$ cat config.mk
export PLATFORM = sky130hd
export DESIGN_NAME = pipelined_cla_adder
export DESIGN_NICKNAME = d
export VERILOG_FILES = /design/src/rtl/pipelined_cla_adder.sv
export SDC_FILE = /design/constraint.sdc
export NUM_CORES = 1
export LEC_CHECK = 0
export ABC_AREA = 1
export CAP_MARGIN = 20
export CORE_MARGIN = 5
export CORE_UTILIZATION = 35
export CTS_CLUSTER_DIAMETER = 100
export DETAILED_ROUTE_END_ITERATION = 6
export PLACE_DENSITY = 0.65
export SLEW_MARGIN = 40
export SYNTH_ARGS = -nofsm -noshare
export SYNTH_HDL_FRONTEND = slang
export SYNTH_SLANG_ARGS = --single-unit
export TNS_END_PERCENT = 1
$ cat constraint.sdc
create_clock -name clk -period 2.65 [get_ports clk]
set_clock_uncertainty 0.15 [all_clocks]
set_input_delay 0.3975 -clock clk [delete_from_list [all_inputs] [get_ports clk]]
set_output_delay 0.3975 -clock clk [all_outputs]
set_load 0.01 [all_outputs]
$ cat src/rtl/pipelined_cla_adder.sv
// Pipelined carry-lookahead adder/subtractor: one 4-bit CLA group per stage, with a valid/ready handshake.
// Operand bits a stage has not yet consumed travel in shrinking skew registers; finished sum bits collect in growing ones.
module pipelined_cla_adder #(
  parameter int WIDTH = 16
) (
  input  logic             clk,
  input  logic             rst,
  input  logic             in_valid,
  output logic             in_ready,
  input  logic [WIDTH-1:0] a,
  input  logic [WIDTH-1:0] b,
  input  logic             cin,
  input  logic             sub,
  output logic             out_valid,
  input  logic             out_ready,
  output logic [WIDTH-1:0] sum,
  output logic             cout,
  output logic             ovf,
  output logic             busy
);
  localparam int NG = WIDTH / 4;

  if ((WIDTH % 4) != 0 || WIDTH < 4) begin : g_bad_width
    $error("pipelined_cla_adder: WIDTH must be a multiple of 4 and at least 4");
  end

  function automatic logic [4:0] cla4(input logic [3:0] x, input logic [3:0] y, input logic ci);
    logic [3:0] g;
    logic [3:0] p;
    logic [4:0] c;
    g = x & y;
    p = x ^ y;
    c[0] = ci;
    c[1] = g[0] | (p[0] & ci);
    c[2] = g[1] | (p[1] & g[0]) | (p[1] & p[0] & ci);
    c[3] = g[2] | (p[2] & g[1]) | (p[2] & p[1] & g[0]) | (p[2] & p[1] & p[0] & ci);
    c[4] = g[3] | (p[3] & g[2]) | (p[3] & p[2] & g[1]) | (p[3] & p[2] & p[1] & g[0])
         | (p[3] & p[2] & p[1] & p[0] & ci);
    return {c[4], p ^ c[3:0]};
  endfunction

  logic             advance;
  logic [NG-1:0]    vld;
  logic [WIDTH-1:0] b_eff;
  logic             c_first;

  assign advance  = !out_valid || out_ready;
  assign in_ready = advance && !rst;
  assign busy     = |vld;
  // Subtraction is A + ~B + 1, so cin is replaced by the forced 1.
  assign b_eff    = sub ? ~b : b;
  assign c_first  = sub ? 1'b1 : cin;

  for (genvar k = 0; k < NG; k++) begin : stg
    localparam int RW = WIDTH - 4 * (k + 1);
    localparam bit LAST = (k == NG - 1);

    logic [3:0]     x;
    logic [3:0]     y;
    logic           ci;
    logic           vld_in;
    logic [4:0]     r;
    logic [4*k+3:0] nxt_sum;
    logic           vld_p;
    logic           cry_p;
    logic [4*k+3:0] sum_p;

    if (k == 0) begin : src
      assign x       = a[3:0];
      assign y       = b_eff[3:0];
      assign ci      = c_first;
      assign vld_in  = in_valid;
      assign nxt_sum = r[3:0];
    end else begin : src
      assign x       = stg[k-1].rem.a_p[3:0];
      assign y       = stg[k-1].rem.b_p[3:0];
      assign ci      = stg[k-1].cry_p;
      assign vld_in  = stg[k-1].vld_p;
      assign nxt_sum = {r[3:0], stg[k-1].sum_p};
    end

    assign r      = cla4(x, y, ci);
    assign vld[k] = vld_p;

    // ---- stage k register boundary ----
    always_ff @(posedge clk) begin
      if (rst) vld_p <= 1'b0;
      else if (advance) vld_p <= vld_in;
    end

    always_ff @(posedge clk) begin
      if (LAST && rst) begin
        sum_p <= '0;
        cry_p <= 1'b0;
      end else if (advance) begin
        sum_p <= nxt_sum;
        cry_p <= r[4];
      end
    end

    if (!LAST) begin : rem
      logic [RW-1:0] a_p;
      logic [RW-1:0] b_p;
      logic [RW-1:0] nxt_a;
      logic [RW-1:0] nxt_b;
      if (k == 0) begin : up
        assign nxt_a = a[WIDTH-1:4];
        assign nxt_b = b_eff[WIDTH-1:4];
      end else begin : up
        assign nxt_a = stg[k-1].rem.a_p[RW+3:4];
        assign nxt_b = stg[k-1].rem.b_p[RW+3:4];
      end
      always_ff @(posedge clk) begin
        if (advance) begin
          a_p <= nxt_a;
          b_p <= nxt_b;
        end
      end
    end else begin : outp
      logic ovf_p;
      // The carry into the MSB is recovered from the MSB sum bit: c3 = s3 ^ x3 ^ y3.
      always_ff @(posedge clk) begin
        if (rst) ovf_p <= 1'b0;
        else if (advance) ovf_p <= r[4] ^ (x[3] ^ y[3] ^ r[3]);
      end
    end
  end

  assign out_valid = vld[NG-1];
  assign sum       = stg[NG-1].sum_p;
  assign cout      = stg[NG-1].cry_p;
  assign ovf       = stg[NG-1].outp.ovf_p;
endmodule

==> results.json, run 1 <==
{
  "final.setup.tns_ns": 0,
  "start_util": 0.359,
  "max-cap-violations": 0,
  "synth-async-reset-ratio": 0,
  "synth_top_family_by_area": "simple AND/OR/NAND/NOR gates",
  "synth_xor_area_frac": 0.0602,
  "drt-pass1-iter-count": 4,
  "detail_route.wl_per_cell_um": 12.4,
  "worst_pin_slew_ns": 0.592,
  "portBuffers": 58,
  "grt_antenna_before_repair": 0,
  "ctsHoldBuffers": 0,
  "drcViolationCount": 0,
  "die_h_um": 116,
  "synthesis.area_sq_um": 3910,
  "ir_worst_vdd_uv": 268,
  "setup-violations-final": 0,
  "synth-compound-area-share": 0.0506,
  "synth_edf_count": 75,
  "ys_dominant_reg_cell": "edfxtp_1",
  "place_hpwl_um": 4380,
  "antenna_cells": 0,
  "root_buffer": "clkbuf_8",
  "cts_max_level": 3,
  "path_class": "flop to primary output",
  "chipWidth_um": 116,
  "end_kind": "primary output",
  "fin_crit_sh": 0.854,
  "grt_max_degree": 33,
  "slew_headroom": 0.605,
  "cts_buffer_depth": 2,
  "fin_area_sq_um": 4870,
  "synth_warnings": 0,
  "crit_path_max_fanout": 3,
  "drive_above_1_share": 0.0927,
  "critPathLaunchType": "flop",
  "hold_viol": 0,
  "grt_overflow": 0,
  "synth-simple-area-share": 0.0833,
  "final_nets": 409,
  "synthTopCellsByArea": "edfxtp_1 (58%), dfxtp_1 (11%), xor2_1 (5.2%)",
  "vias_per_cell": 4.38,
  "cts_tree": "yes",
  "ant_nets": 0,
  "drtIter0Drc": 143,
  "status": "finished clean",
  "clock_latency_ns": 0.36,
  "numCtsBuffers": 9,
  "worstPathArrival_ns": 1.71,
  "clock_sinks": 97,
  "core.rowCount": 38,
  "synth_common_cells": "edfxtp_1 (75), nor2_1 (36), xor2_1 (23)",
  "io_pins": 59,
  "grt_pass1_wl_um": 10200,
  "muxShareOfSynthArea": 0,
  "post_dp_cell_area_sq_um": 4650,
  "synth.avg_cell_area_sq_um": 13.7,
  "rsz0062_at_grt": "false",
  "gp_congestion": 0.727,
  "power_density_nw_per_um2": 750,
  "synth_seq_area_share": 0.689,
  "maxSlewViolCount": 0,
  "coreArea_sq_um": 10900,
  "grt_use_total": 0.0991,
  "drt_wl_total_um": 6130,
  "synth_fa_ha_area_frac": 0.0717,
  "vias": 2172,
  "max_clock_freq_mhz": 442,
  "yosysMostFrequentCell": "edfxtp_1",
  "cellLeakagePower_nw": 1.99,
  "critPathRequiredTime_ns": 2.10,
  "min_path_type": "flop to flop",
  "cts_resized": 0,
  "syn_to_final_growth_pct": 24.7,
  "synthDistinctLibCells": 29,
  "syn-num-nets": 343,
  "postCtsSetupBuffers": 0,
  "die_area_sq_um": 13400,
  "clk_pin_slew_ns": 0.09,
  "ys_ff_latch": 97,
  "post-synth-top-area-fraction": 0.577,
  "grt_pass1_vias": 2258,
  "synth_top_area_cell": "edfxtp_1",
  "synth_cells": 285,
  "min_period_ns": 2.26
}
-- through the flow --
step / instances / setup WS (ns) / total power, mW / hold WS, ns / utilization
3_5_place_dp: 480 / 0.201 / 2.68 / 0.255 / 0.427
5_1_grt: 496 / 0.299 / 3.87 / 0.283 / 0.447
6_report: 496 / 0.388 / 3.65 / 0.274 / 0.447
2_1_floorplan: 285 / 0.568 / 2.40 / 0.250 / -
3_3_place_gp: 480 / 0.279 / 2.64 / 0.252 / 0.427
4_1_cts: 496 / 0.346 / 3.71 / 0.276 / 0.447
-- worst max-delay path, cell delays in order (launching register included) --
cell and delay (ns):
dfxtp_1 0.34, or4_1 0.52, clkdlybuf4s50_1 0.50
-- flip-flops by register name, summed over array words and instances, names as in the netlist, 3 cells and up --
name and cells:
stg.cry_p 3, stg.rem.a_p 24, stg.rem.b_p 24, stg.sum_p 24, stg.vld_p 3, sum 16
-- logic make-up (layout without fill, tap and decap cells) --
logic type | Yosys count | count (layout)
DFF | 97 | 97
adders and majority gates | 20 | 20
buffers and inverters | 34 | 105
xor gates and xnor gates | 26 | 26
AOI/OAI and AO/OA | 36 | 36
and+or+nand+nor | 72 | 72
-- layout make-up --
class,count,area (sq um)
tap,140,175
sequential,97,2690
multi-input combinational,154,1040
inverter,25,96.3
clock inverter,7,92.6
clock buffer,9,124
fill,980,6020
timing repair buffer,64,651
-- power by group --
part / switching (mW) / internal [mW] / total (mW) / leakage, nW
Combinational: 0.276 / 0.303 / 0.579 / 0.911
Sequential: 0.0930 / 1.95 / 2.05 / 0.975
Clock: 0.494 / 0.529 / 1.02 / 0.103
Total: 0.863 / 2.79 / 3.65 / 1.99
-- routing by layer --
metal  GRT usage  part of all wire  wire (um)  up-vias
met1       0.121              0.45       2780     1005
li1            -                 -          -     1104
met5           0                 0          0        -
met4      0.0510             0.026        159        0
met2       0.157              0.47       2880       51
met3      0.0334             0.051        313       12
-- layout by cell type, fill, tap and decap left out, types with 2 or more instances in the layout --
cell type	n
bufinv_16	2
inv_1	22
nand2_2	3
nand2_1	15
clkinvlp_4	2
xnor2_1	2
buf_12	2
o21ai_0	20
dfxtp_1	22
edfxtp_1	75
fa_1	4
clkdlybuf4s50_1	58
ha_1	16
inv_2	2
clkbuf_8	9
o21bai_1	3
nor2_1	36
xor2_1	23
buf_4	4
a21oi_1	11
nand3_1	11
-- final timing paths --
path / end / depth (start not counted) / slack (ns) / from
worst max-delay path: busy / 2 / 0.39 / out_valid
worst min-delay path: stg[2].sum_p[7] / 0 / 0.27 / stg[1].sum_p[7]
worst max register to register: sum[15] / 8 / 0.96 / stg[2].rem.a_p[1]
worst min register to register: stg[2].sum_p[7] / 0 / 0.27 / stg[1].sum_p[7]
No activity file was read; power rests on OpenSTA's default activity.
==> run 2: changes to the inputs <==
- CTS_BUF_LIST: unset -> sky130_fd_sc_hd__clkbuf_2 sky130_fd_sc_hd__clkbuf_4 sky130_fd_sc_hd__clkbuf_8
- clock period: 2.65 -> 2.3 ns (I/O delays scaled with it)
==> run 2 against run 1 <==
  * Global-route usage barely moved
  * Non-clock buffer count rose by 3
  * Setup slack got worse by 0.27 ns
  * First-iteration DRC count did not move
  * Cell area rose by 0.44%
  * Sequential power rose by 15%
  * Clock power rose by 13%
  * Core utilization rose by 0.20 points
  * Count of clock-buffer cells in the layout rose by 5
  * Via count fell by 0.83%
  * Die area did not move
==> results.json, run 2 (synthesis results as in run 1) <==
{
  "rsz0062_at_grt": "false",
  "chipWidth_um": 116,
  "grt_antenna_before_repair": 0,
  "place_hpwl_um": 4370,
  "die_area_sq_um": 13400,
  "critPathRequiredTime_ns": 1.80,
  "clock_sinks": 97,
  "r2r_cells": 5,
  "whs_path_depth": 0,
  "p_seq_frac": 0.565,
  "syn_to_final_growth_pct": 25.2,
  "biggestRegsByFlops": "stg.rem.a_p x24, stg.rem.b_p x24, stg.sum_p x24",
  "critPathLaunchType": "flop",
  "cts_tree": "yes",
  "grt_overflow": 0,
  "post_dp_cell_area_sq_um": 4680,
  "die_h_um": 116,
  "numCtsBuffers": 9,
  "grt_use_total": 0.0993,
  "internal_power_mw": 3.22,
  "drive_above_1_share": 0.103,
  "root_buffer": "clkbuf_8",
  "grt_pass1_vias": 2214,
  "rr_endpoint": "stg[1].sum_p[7]",
  "reg2reg_slack_ns": 0.59,
  "drt_wl_total_um": 6170,
  "p_comb_frac": 0.160,
  "ir_worst_vdd_uv": 267,
  "vias": 2154,
  "final_nets": 412,
  "ant_nets": 0,
  "power_density_nw_per_um2": 854,
  "clock_latency_ns": 0.35,
  "hold_end": "stg[2].sum_p[2]",
  "cts_resized": 0,
  "cellLeakagePower_nw": 2.01,
  "vias_per_cell": 4.32,
  "path_class": "flop to primary output",
  "switchingPower_mw": 0.956,
  "hold_slack_ns": 0.265,
  "min_path_type": "flop to flop",
  "cts_buffer_depth": 2,
  "crit_path_max_fanout": 3,
  "hold_viol": 0,
  "grt_max_degree": 39,
  "final_common_cell": "edfxtp_1",
  "start_util": 0.359,
  "min_period_ns": 2.19,
  "max_clock_freq_mhz": 457,
  "min_from": "stg[1].sum_p[2]",
  "slew_headroom": 0.808,
  "end_kind": "primary output",
  "drcViolationCount": 0,
  "maxSlewViolCount": 0,
  "portBuffers": 58,
  "final_cell_mix": "edfxtp_1 (75), clkdlybuf4s50_1 (58), nor2_1 (36)",
  "postCtsSetupBuffers": 0,
  "status": "finished clean",
  "cts_max_level": 3,
  "detail_route.wl_per_cell_um": 12.4,
  "core.rowCount": 38,
  "grt_pass1_wl_um": 10200,
  "max-cap-violations": 0,
  "drtIter0Drc": 143,
  "total_power_mw": 4.18,
  "clk_pin_slew_ns": 0.09,
  "drt-pass1-iter-count": 4,
  "coreArea_sq_um": 10900,
  "worst_pin_slew_ns": 0.287,
  "clkPwrFrac": 0.275,
  "gp_congestion": 0.744,
  "p_sw_frac": 0.229,
  "setup-violations-final": 0,
  "r2r-start": "stg[0].rem.a_p[1]",
  "fin_area_sq_um": 4890,
  "antenna_cells": 0,
  "final.setup.tns_ns": 0,
  "ctsHoldBuffers": 0,
  "fin_crit_sh": 0.951,
  "io_pins": 59,
  "worstPathArrival_ns": 1.69
}
## run 2: cell count changes in the layout (fill, tap and decap cells not counted), sizes merged
cell,before,now
clkinvlp,2,0
bufinv,2,1
inv,26,25
clkinv,2,1
clkbuf,9,14
buf,6,9
## run 2: per-stage QoR
step | util | setup WS, ns | instances
after global routing | 0.449 | 0.0350 | 499
after detailed placement | 0.429 | -0.0151 | 483
after global placement | 0.429 | 0.0238 | 483
after floorplan | - | 0.271 | 285
after CTS | 0.449 | 0.0736 | 499
final | 0.449 | 0.114 | 499
## run 2: cell type report
type | count | area, sq um
tap | 140 | 175
sequential | 97 | 2690
multi-input combinational | 154 | 1040
fill | 1002 | 6000
clock buffer | 14 | 180
clock inverter | 2 | 35.0
inverter | 25 | 96.3
timing repair buffer | 67 | 673
## run 2: worst max-delay path: stages, from the launching register on
cell and delay, ns:
dfxtp_1 0.34, or4_1 0.51, clkdlybuf4s50_1 0.49
## run 2: how the worst max path moves through the flow
stage              start      endpoint  slack, ns  cells after the start
6_report       out_valid          busy       0.11                      2
5_1_grt        out_valid          busy       0.04                      2
4_1_cts        out_valid          busy       0.07                      2
2_1_floorplan        sub  stg[0].cry_p       0.27                      9
3_5_place_dp         sub  stg[0].cry_p      -0.02                      8
3_3_place_gp         sub  stg[0].cry_p       0.02                      8
## run 2: power groups by stage
stage | combinational [mW] | clock, mW | sequential [mW]
floorplan | 0.364 | 0 | 2.41
CTS | 0.682 | 1.20 | 2.37
global placement | 0.664 | 0 | 2.39
detailed placement | 0.680 | 0 | 2.41
finish | 0.670 | 1.15 | 2.36
global route | 0.755 | 1.27 | 2.40
## run 2: per-layer routing
metal	track usage	share of wire	up-vias
met5	0	0	-
met4	0.0619	0.021	0
met3	0.0287	0.049	12
met2	0.149	0.46	59
met1	0.127	0.47	976
li1	-	-	1107
